`config.mk`:
```
export PLATFORM = sky130hd
export DESIGN_NAME = cosim_trace_tx
export DESIGN_NICKNAME = d
export VERILOG_FILES = /design/src/rtl/cosim_trace_tx.sv
export SDC_FILE = /design/constraint.sdc
export NUM_CORES = 2
export LEC_CHECK = 0
export BUFFER_PORTS_ARGS = -buffer_cell sky130_fd_sc_hd__buf_2
export CORE_MARGIN = 2
export CORE_UTILIZATION = 55
export DETAILED_ROUTE_END_ITERATION = 12
export GPL_TIMING_DRIVEN = 0
export HOLD_SLACK_MARGIN = 0.06
export PLACE_DENSITY = 0.73
export SLEW_MARGIN = 5
export SYNTH_ARGS = -nofsm -noshare
export SYNTH_HDL_FRONTEND = slang
export SYNTH_SLANG_ARGS = --single-unit
```
`constraint.sdc`:
```
create_clock -name clock -period 78.8 [get_ports clock]
set_input_delay 15.76 -clock clock [delete_from_list [all_inputs] [get_ports clock]]
set_output_delay 15.76 -clock clock [all_outputs]
set_load 0.01 [all_outputs]
```
`src/rtl/cosim_trace_tx.sv`:
```
// Difftest commit-trace transmitter: buffers per-cycle retire events as bundles
// and serialises each event as a typed 128-bit record on a valid/ready stream.
module cosim_trace_tx #(
  parameter int DEPTH     = 8,
  parameter int HARTID    = 0,
  parameter int AFULL_GAP = 2
) (
  input  logic         clock,
  input  logic         reset,
  input  logic         commit_valid,
  input  logic [63:0]  commit_pc,
  input  logic [31:0]  commit_insn,
  input  logic         int_wen,
  input  logic         int_ll_wen,
  input  logic [4:0]   int_waddr,
  input  logic [63:0]  int_wdata,
  input  logic         fp_wen,
  input  logic [4:0]   fp_waddr,
  input  logic [63:0]  fp_wdata,
  input  logic         fpld_wen,
  input  logic [4:0]   fpld_waddr,
  input  logic [63:0]  fpld_wdata,
  input  logic         trap_valid,
  input  logic [63:0]  trap_cause,
  output logic         out_valid,
  input  logic         out_ready,
  output logic [127:0] out_data,
  output logic         stall_req,
  output logic         overflow,
  output logic [15:0]  drop_count
);
  localparam int AW = $clog2(DEPTH);
  localparam int CW = AW + 1;
  localparam logic [CW-1:0] DEPTH_C = CW'(DEPTH);
  localparam logic [CW-1:0] GAP_C   = CW'(AFULL_GAP);
  localparam logic [7:0]    HID     = 8'(HARTID);

  typedef struct packed {
    logic [5:0]  mask;
    logic [63:0] pc;
    logic [31:0] insn;
    logic [4:0]  iaddr;
    logic [63:0] idata;
    logic [4:0]  faddr;
    logic [63:0] fdata;
    logic [4:0]  laddr;
    logic [63:0] ldata;
    logic [63:0] cause;
  } bundle_t;

  typedef enum logic {IDLE = 1'b0, EMIT = 1'b1} state_t;

  bundle_t       r_mem [DEPTH];
  logic [AW-1:0] r_wptr, r_rptr;
  logic [CW-1:0] r_count;
  logic [5:0]    r_done;
  logic [15:0]   r_seq;
  logic          r_stall, r_overflow;
  logic [15:0]   r_drop;
  state_t        r_state, w_state_nxt;

  bundle_t       w_in, w_head;
  logic [5:0]    w_pend, w_bit;
  logic [2:0]    w_type;
  logic          w_last, w_fire, w_pop, w_push_req, w_full, w_push, w_drop;
  logic [CW-1:0] w_count_nxt, w_free_nxt;
  logic [4:0]    w_idx;
  logic [63:0]   w_payload;
  logic [31:0]   w_low;

  function automatic logic [127:0] make_record(input logic [2:0] typ, input logic [15:0] seq,
                                               input logic [31:0] low, input logic [63:0] payload);
    return {payload, typ, 13'd0, seq, low};
  endfunction

  // Bundle capture from the core's retire ports
  always_comb begin
    w_in.mask  = {trap_valid, fpld_wen, fp_wen, int_ll_wen, int_wen, commit_valid};
    w_in.pc    = commit_pc;
    w_in.insn  = commit_insn;
    w_in.iaddr = int_waddr;
    w_in.idata = int_wdata;
    w_in.faddr = fp_waddr;
    w_in.fdata = fp_wdata;
    w_in.laddr = fpld_waddr;
    w_in.ldata = fpld_wdata;
    w_in.cause = trap_cause;
  end

  // The FIFO head is emitted in place, so an event reaches the stream the cycle after capture
  always_comb begin
    w_head = r_mem[r_rptr];
    w_pend = w_head.mask & ~r_done;
    w_type = 3'd0;
    casez (w_pend)
      6'b?????1: w_type = 3'd0;
      6'b????10: w_type = 3'd1;
      6'b???100: w_type = 3'd2;
      6'b??1000: w_type = 3'd3;
      6'b?10000: w_type = 3'd4;
      6'b100000: w_type = 3'd5;
      default:   w_type = 3'd0;
    endcase
    w_bit       = 6'b000001 << w_type;
    w_last      = ((w_pend & ~w_bit) == 6'b000000);
    w_fire      = out_valid & out_ready;
    w_pop       = w_fire & w_last;
    w_push_req  = |w_in.mask;
    w_full      = (r_count == DEPTH_C);
    w_push      = w_push_req & (~w_full | w_pop);
    w_drop      = w_push_req & w_full & ~w_pop;
    w_count_nxt = r_count + CW'(w_push) - CW'(w_pop);
    w_free_nxt  = DEPTH_C - w_count_nxt;
    w_state_nxt = IDLE;
    case (r_state)
      IDLE:    w_state_nxt = w_push ? EMIT : IDLE;
      EMIT:    w_state_nxt = (w_count_nxt == '0) ? IDLE : EMIT;
      default: w_state_nxt = IDLE;
    endcase
  end

  // Record formatting for the currently selected event
  always_comb begin
    w_idx     = 5'd0;
    w_payload = 64'd0;
    case (w_type)
      3'd0:    begin w_idx = 5'd0;         w_payload = w_head.pc;    end
      3'd1:    begin w_idx = w_head.iaddr; w_payload = w_head.idata; end
      3'd2:    begin w_idx = w_head.iaddr; w_payload = w_head.idata; end
      3'd3:    begin w_idx = w_head.faddr; w_payload = w_head.fdata; end
      3'd4:    begin w_idx = w_head.laddr; w_payload = w_head.ldata; end
      3'd5:    begin w_idx = 5'd0;         w_payload = w_head.cause; end
      default: begin w_idx = 5'd0;         w_payload = 64'd0;        end
    endcase
    if (w_type == 3'd0) begin
      w_low = w_head.insn;
    end else begin
      w_low = {8'h00, 3'b000, w_idx, HID, 8'h00};
    end
    if (out_valid) begin
      out_data = make_record(w_type, r_seq, w_low, w_payload);
    end else begin
      out_data = 128'd0;
    end
  end

  assign out_valid  = (r_state == EMIT);
  assign stall_req  = r_stall;
  assign overflow   = r_overflow;
  assign drop_count = r_drop;

  // Bundle storage; contents are don't-care outside the valid window so no reset
  always_ff @(posedge clock) begin
    if (w_push) begin
      r_mem[r_wptr] <= w_in;
    end
  end

  // FIFO pointers, serializer state and status counters
  always_ff @(posedge clock or negedge reset) begin
    if (!reset) begin
      r_wptr     <= '0;
      r_rptr     <= '0;
      r_count    <= '0;
      r_done     <= 6'd0;
      r_seq      <= 16'd0;
      r_state    <= IDLE;
      r_stall    <= 1'b0;
      r_overflow <= 1'b0;
      r_drop     <= 16'd0;
    end else begin
      r_state <= w_state_nxt;
      r_count <= w_count_nxt;
      r_stall <= (w_free_nxt <= GAP_C);
      if (w_push) begin
        r_wptr <= r_wptr + AW'(1);
      end
      if (w_pop) begin
        r_rptr <= r_rptr + AW'(1);
      end
      if (w_fire) begin
        r_seq  <= r_seq + 16'd1;
        r_done <= w_last ? 6'd0 : (r_done | w_bit);
      end
      if (w_drop) begin
        r_overflow <= 1'b1;
        if (r_drop != 16'hFFFF) begin
          r_drop <= r_drop + 16'd1;
        end
      end
    end
  end
endmodule
```
# ---- After elaboration in Yosys (flattened, before gate mapping)
# Memory sizes are Yosys's and may differ from the RTL's.
# Index checks and enable logic that the tools add are counted.
dict set report totals {
  mem_count 1
  regBits 51
  word_cells 61
  out_inout_bits 147
  ram_bits 2984
}
# memory words width rd rd_clocked_by_memory_dff wr line_no
set mem_list {}
lappend mem_list {r_mem 8 373 1 0 1 53} ;# bundle_t r_mem [DEPTH];
dict set report op_classes {
  reduce_logical 6
  bitwise_logic 14
  muxes 10
  shifts 1
  addsub 7
  magnitude_cmp 1
  eq_ne 12
}
# operator count
set ops {}
lappend ops {{64-bit one-hot mux with 5 select lines} 1}
lappend ops {{128-bit 2-to-1 mux} 1}
lappend ops {{16-bit by 1-bit adder with 16-bit output (second input constant)} 2}
lappend ops {{32-bit 2-to-1 mux} 1}
lappend ops {{16-bit != test (second input constant)} 1}
lappend ops {{3-bit one-hot mux with 5 select lines} 1}
lappend ops {{5-bit one-hot mux with 3 select lines} 1}
lappend ops {{6-bit AND} 2}
lappend ops {{6-bit inverter} 2}
lappend ops {{3-bit equality test (second input constant)} 3}
lappend ops {{4-bit equality test (second input constant)} 2}
lappend ops {{3-bit by 1-bit adder with 3-bit output (second input constant)} 2}
lappend ops {{3-bit by 2-bit equality test with 1-bit output (second input constant)} 2}
lappend ops {{6-bit equality test (second input constant)} 1}
lappend ops {{6-bit logical NOT} 1}
lappend ops {{6-bit 2-to-1 mux} 1}
lappend ops {{6-bit bitwise OR} 1}
lappend ops {{6-bit OR reduction} 1}
lappend ops {{1-bit by 3-bit left shift with 6-bit output (first input constant)} 1}
lappend ops {{1-bit AND} 5}
lappend ops {{5-bit equality test (second input constant)} 1}
lappend ops {{4-bit by 1-bit adder with 4-bit output} 1}
lappend ops {{4-bit by 2-bit less-or-equal comparator with 1-bit output (second input constant)} 1}
lappend ops {{4-bit logical NOT} 1}
lappend ops {{other kinds (11)} 15}

# ---- Depth between registers and ports, before layout
dict set report logic_depth {
  depth_word 16
  ltp_mapped 20
  depth_no_buf 17
}

# ---- Worst setup path before layout
# No wires, ideal clock.
dict set report synth_path {
  kind {input -> register}
  start {input out_ready}
  end {memory r_mem[4][0] in the netlist's numbering (enable)}
  setup_time_ns 2.151
  t_arrival_ns 54.166
  stages 6
  slack_ns 22.483
  path_buffers 1
  cell_sequence {and2_1 -> clkbuf_1 -> nand2_1 -> nor2_2 -> o21ai_2 -> nor4b_1}
}
dict set report synth_via {
  elab_chain_cells 6
}
# item line_no
set synth_lines {}
lappend synth_lines {{start, declared} 26} ;# input logic out_ready,
lappend synth_lines {{1-bit AND} 106} ;# w_fire = out_valid & out_ready;
lappend synth_lines {{1-bit AND} 107} ;# w_pop = w_fire & w_last;
lappend synth_lines {{1-bit bitwise OR} 110} ;# w_push = w_push_req & (~w_full | w_pop);
lappend synth_lines {{1-bit AND} 110}
lappend synth_lines {{1-bit 2-to-1 mux} 154} ;# if (w_push) begin
lappend synth_lines {{1-bit 2-to-1 mux (not written as such)} 155} ;# r_mem[r_wptr] <= w_in;
lappend synth_lines {{end, declared} 53}
# Every way passes these cells.

# ---- Worst setup path in the final report
dict set report layout_path {
  start {register r_rptr[2]}
  end {output out_data[20]}
}
dict set report layout_via {
  elab_chain_cells 9
  elab_cells_between_ends 17
}
# item line_no
set layout_lines {}
lappend layout_lines {{start, declared} 54} ;# logic [AW-1:0] r_wptr, r_rptr;
lappend layout_lines {{start signal, assigned} 179} ;# r_rptr <= r_rptr + AW'(1);
lappend layout_lines {{memory 8 x 373 bit *} --}
lappend layout_lines {{6-bit AND} 93} ;# w_pend = w_head.mask & ~r_done;
lappend layout_lines {{6-bit equality test (tied with other cells)} 95} ;# casez (w_pend)
lappend layout_lines {{3-bit one-hot mux with 5 select lines} 95}
lappend layout_lines {{3-bit by 2-bit equality test with 1-bit output or 3-bit by 1-bit equality test with 1-bit output (tied branches)} 126} ;# case (w_type)
lappend layout_lines {{2-bit OR reduction (no line)} --}
lappend layout_lines {{5-bit one-hot mux with 3 select lines} 126}
lappend layout_lines {{32-bit 2-to-1 mux *} 135} ;# if (w_type == 3'd0) begin
lappend layout_lines {{128-bit 2-to-1 mux *} 140} ;# if (out_valid) begin
lappend layout_lines {{end, declared} 27} ;# output logic [127:0] out_data,
# Mark *: on every way between the ends. The rest lies on a longest branch, timed or not.

==> qor.csv <==
stage,metric,value,unit
floorplan,Core Box Area,210000,µm²
synthesis,ys async rst share,1.68,%
clock_tree,clock root buffer,clkbuf_16,
synthesis,"Distinct cells, synth",54,
synthesis,warnings from Yosys,0,
worst_setup_path,Critical Path RT,63040,ps
final_layout,Syn-to-layout area delta,17.6,%
worst_setup_path,Crit. End Element,primary output,
worst_setup_path,crit path max-delay cell type,buf_1,
synthesis,list of most frequent post-synthesis cells,"edfxtp_1, mux4_2, mux2i_1, o22ai_1, nor2_1",
synthesis,Post-synth EDFFs,2984,
synthesis,"Top FF cell, synth",edfxtp_1,
power,peak supply drop,0.0299,mV
timing,RSZ-0062 raised after global routing,no,
placement,Placed Area,126000,µm²
floorplan,std cell rows,168,
grt,antenna violations before repair,172,
timing,Tmin final,21870,ps
synthesis,Synth top area share,77.3,%
timing,count of final hold-check violations,0,
worst_setup_path,Crit path largest cell delay,770,ps
grt,largest net degree at the start of global routing,52,
worst_setup_path,critical path type,reg2out,
final_layout,share of layout cells above drive strength 1,35.5,%
timing,fmax,45.7,MHz
worst_setup_path,CP max FO,10,
routing,Post-route DRC,0,
final_layout,Final nets,6698,
routing,routed wire length,298000,µm
power,pwr dens,43.7,nW/µm²
timing,Worst Skew,58.2,ps
clock_tree,htree depth,5,
grt,vias in the first global route,59000,
synthesis,most common cell in the netlist,edfxtp_1,
timing,Max Slew Vio Count,0,
grt,GRT Util Overall,27.7,%
worst_setup_path,CP arrival,6110,ps
worst_setup_path,CP most frequent cell,buf_2,
outcome,status,completed,
grt,met2 usage,42.6,%
power,Leakage,46.2,nW
clock_tree,TritonCTS buffer count,318,
routing,final antenna-violating net count,0,
synthesis,synthesized cell area,116000,µm²
floorplan,die area,214000,µm²
grt,grt met3 use,8.17,%
run,max_cap viols,0,
timing,setup TNS,0,ps
clock_tree,# hold bufs at CTS,0,
routing,DRT Pass-1 Iters,7,
routing,via count,59400,
placement,RePlAce Congestion,0.774,
placement,DP HPWL,206000,µm
floorplan,initial core utilization,55.3,%
worst_setup_path,CP Launch Type,flip-flop,
power,PnR Total Power,5.95,mW
grt,first-pass GRT wire length,424000,µm
clock_tree,post_cts resized,0,
timing,"Setup violations, final",0,
grt,busiest grt layer,met2,
routing,Vias/cell,6.30,
clock_tree,"Reg clk slew, reported paths",60,ps
routing,first-iteration detailed-routing DRC count,7707,
clock_tree,clk sink count,3035,
clock_tree,later-pin clock latency in the skew report,950,ps
timing,final period utilization,27.8,%
timing,Slew @ Worst Pin,1410,ps
grt,GR Util met1,37.7,%
final_layout,Final Util,65.0,%
synthesis,Synth Register Bits,3035,
synthesis,Mapped Cells,4968,
synthesis,sequential area share after synthesis,78.4,%
placement,I/O Buffers,509,
floorplan,die span in y,463,µm
floorplan,Die Span X,463,µm
timing,Worst slew margin,6.17,%
floorplan,I/O Pins,523,
synthesis,largest area contributor in the netlist,edfxtp_1,
grt,GR Overflow Total,0,
synthesis,synth top area cells,"edfxtp_1, mux4_2, mux2i_1, dfrtp_1, o22ai_1",
routing,WL/cell,31.6,µm
clock_tree,CTS tree,built,
clock_tree,Post-CTS Setup Inserts,0,
min_path,Tightest Hold Check Type,reg2reg,
synthesis,"Avg Cell Area, Syn",23.3,µm²
final_layout,Finished Cell Area,136000,µm²
worst_setup_path,crit-path cells,buf_4 -> buf_2 -> a211o_1 -> o211a_1 -> buf_2 -> nor3_2 -> a21oi_1 -> buf_2 -> nand2b_1 -> buf_1 -> o22ai_1 -> buf_2,
clock_tree,Max Buffers Root-to-Sink,4,
## path summary, 6_finish.rpt
path                           start            end  slack (ps)  cells after the start
setup / recovery           r_rptr[2]   out_data[20]       56930                     12
hold / removal             r_seq[15]      r_seq[15]         470                      1
max in group asynchronous      reset      r_rptr[0]       63420                      1
min in group asynchronous      reset     r_count[3]       14890                      1
setup reg to reg           r_rptr[2]  r_mem[0][272]       72680                     23
hold reg to reg            r_seq[15]      r_seq[15]         470                      1
## layer usage
layer  share of wire (%)  routed length (µm)
met5                0.22                 648
met1                  38              112000
met4                 3.5               10500
met2                  48              142000
met3                  11               32100
## cells by family (layout without fill, tap and decap cells)
logic type	count (synthesis)	after routing	synth area share, %
AND/OR/NAND/NOR	236	236	0.941
XOR/XNOR	35	35	0.264
buffers and inverters	292	1852	1.09
other	1	101	0.00324
adder cells (fa/ha/maj)	13	13	0.146
AO/OA/AOI/OAI	234	234	1.44
multiplexers	1122	1122	17.7
flip-flops	3035	3035	78.4
## critical path, delay by kind of cell (launching register included)
kind / cells / cell delay (ps)
buf+inv: 6 / 2710
compound gates: 4 / 1330
simple gates: 2 / 640
flops: 1 / 500
## layout make-up
cell class	instances	area (µm²)
multi-input combinational	1653	23900
inverter	17	63.8
timing repair buffer	1010	6810
sequential	3035	90900
clock buffer	388	8450
buffer	275	1220
fill	13400	73300
clock inverter	162	1250
antenna	88	220
tap	2805	3510
## metrics by stage
| step | setup WS [ps] | hold WS, ps | std cells |
|---|---|---|---|
| detailed placement | 58010 | 463 | 8795 |
| global placement | -17270 | 456 | 8294 |
| finish | 56930 | 475 | 9433 |
| CTS | 57010 | 476 | 9345 |
| floorplan | 22480 | 438 | 4980 |
| global route | 56830 | 493 | 9383 |
## where the power goes
part / internal (mW) / switching (mW)
Sequential: 2.25 / 0.0939
Combinational: 0.877 / 1.31
Clock: 0.819 / 0.598
## flip-flops by register name, indices dropped and copies added (netlist names), 3 cells and up
| name | count |
|---|---|
| drop_count | 16 |
| r_count | 4 |
| r_rptr | 3 |
| r_seq | 16 |
| r_mem | 2984 |
| r_done | 6 |
| r_wptr | 3 |
## cells in the final DEF (no fill, tap or decap), drive strengths merged, types with 17 or more instances in the layout
master / Yosys / routed
nand2: 25 / 25
nand3: 17 / 17
bufinv: 0 / 18
mux4: 743 / 743
clkinv: 0 / 126
buf: 146 / 1156
xnor2: 21 / 21
inv: 17 / 23
dfrtp: 51 / 51
o31a: 64 / 64
o22ai: 138 / 138
nor2: 133 / 133
mux2i: 372 / 372
edfxtp: 2984 / 2984
clkbuf: 129 / 517
and2: 19 / 19
diode: 0 / 88
No activity file was read; power rests on OpenSTA's default activity.
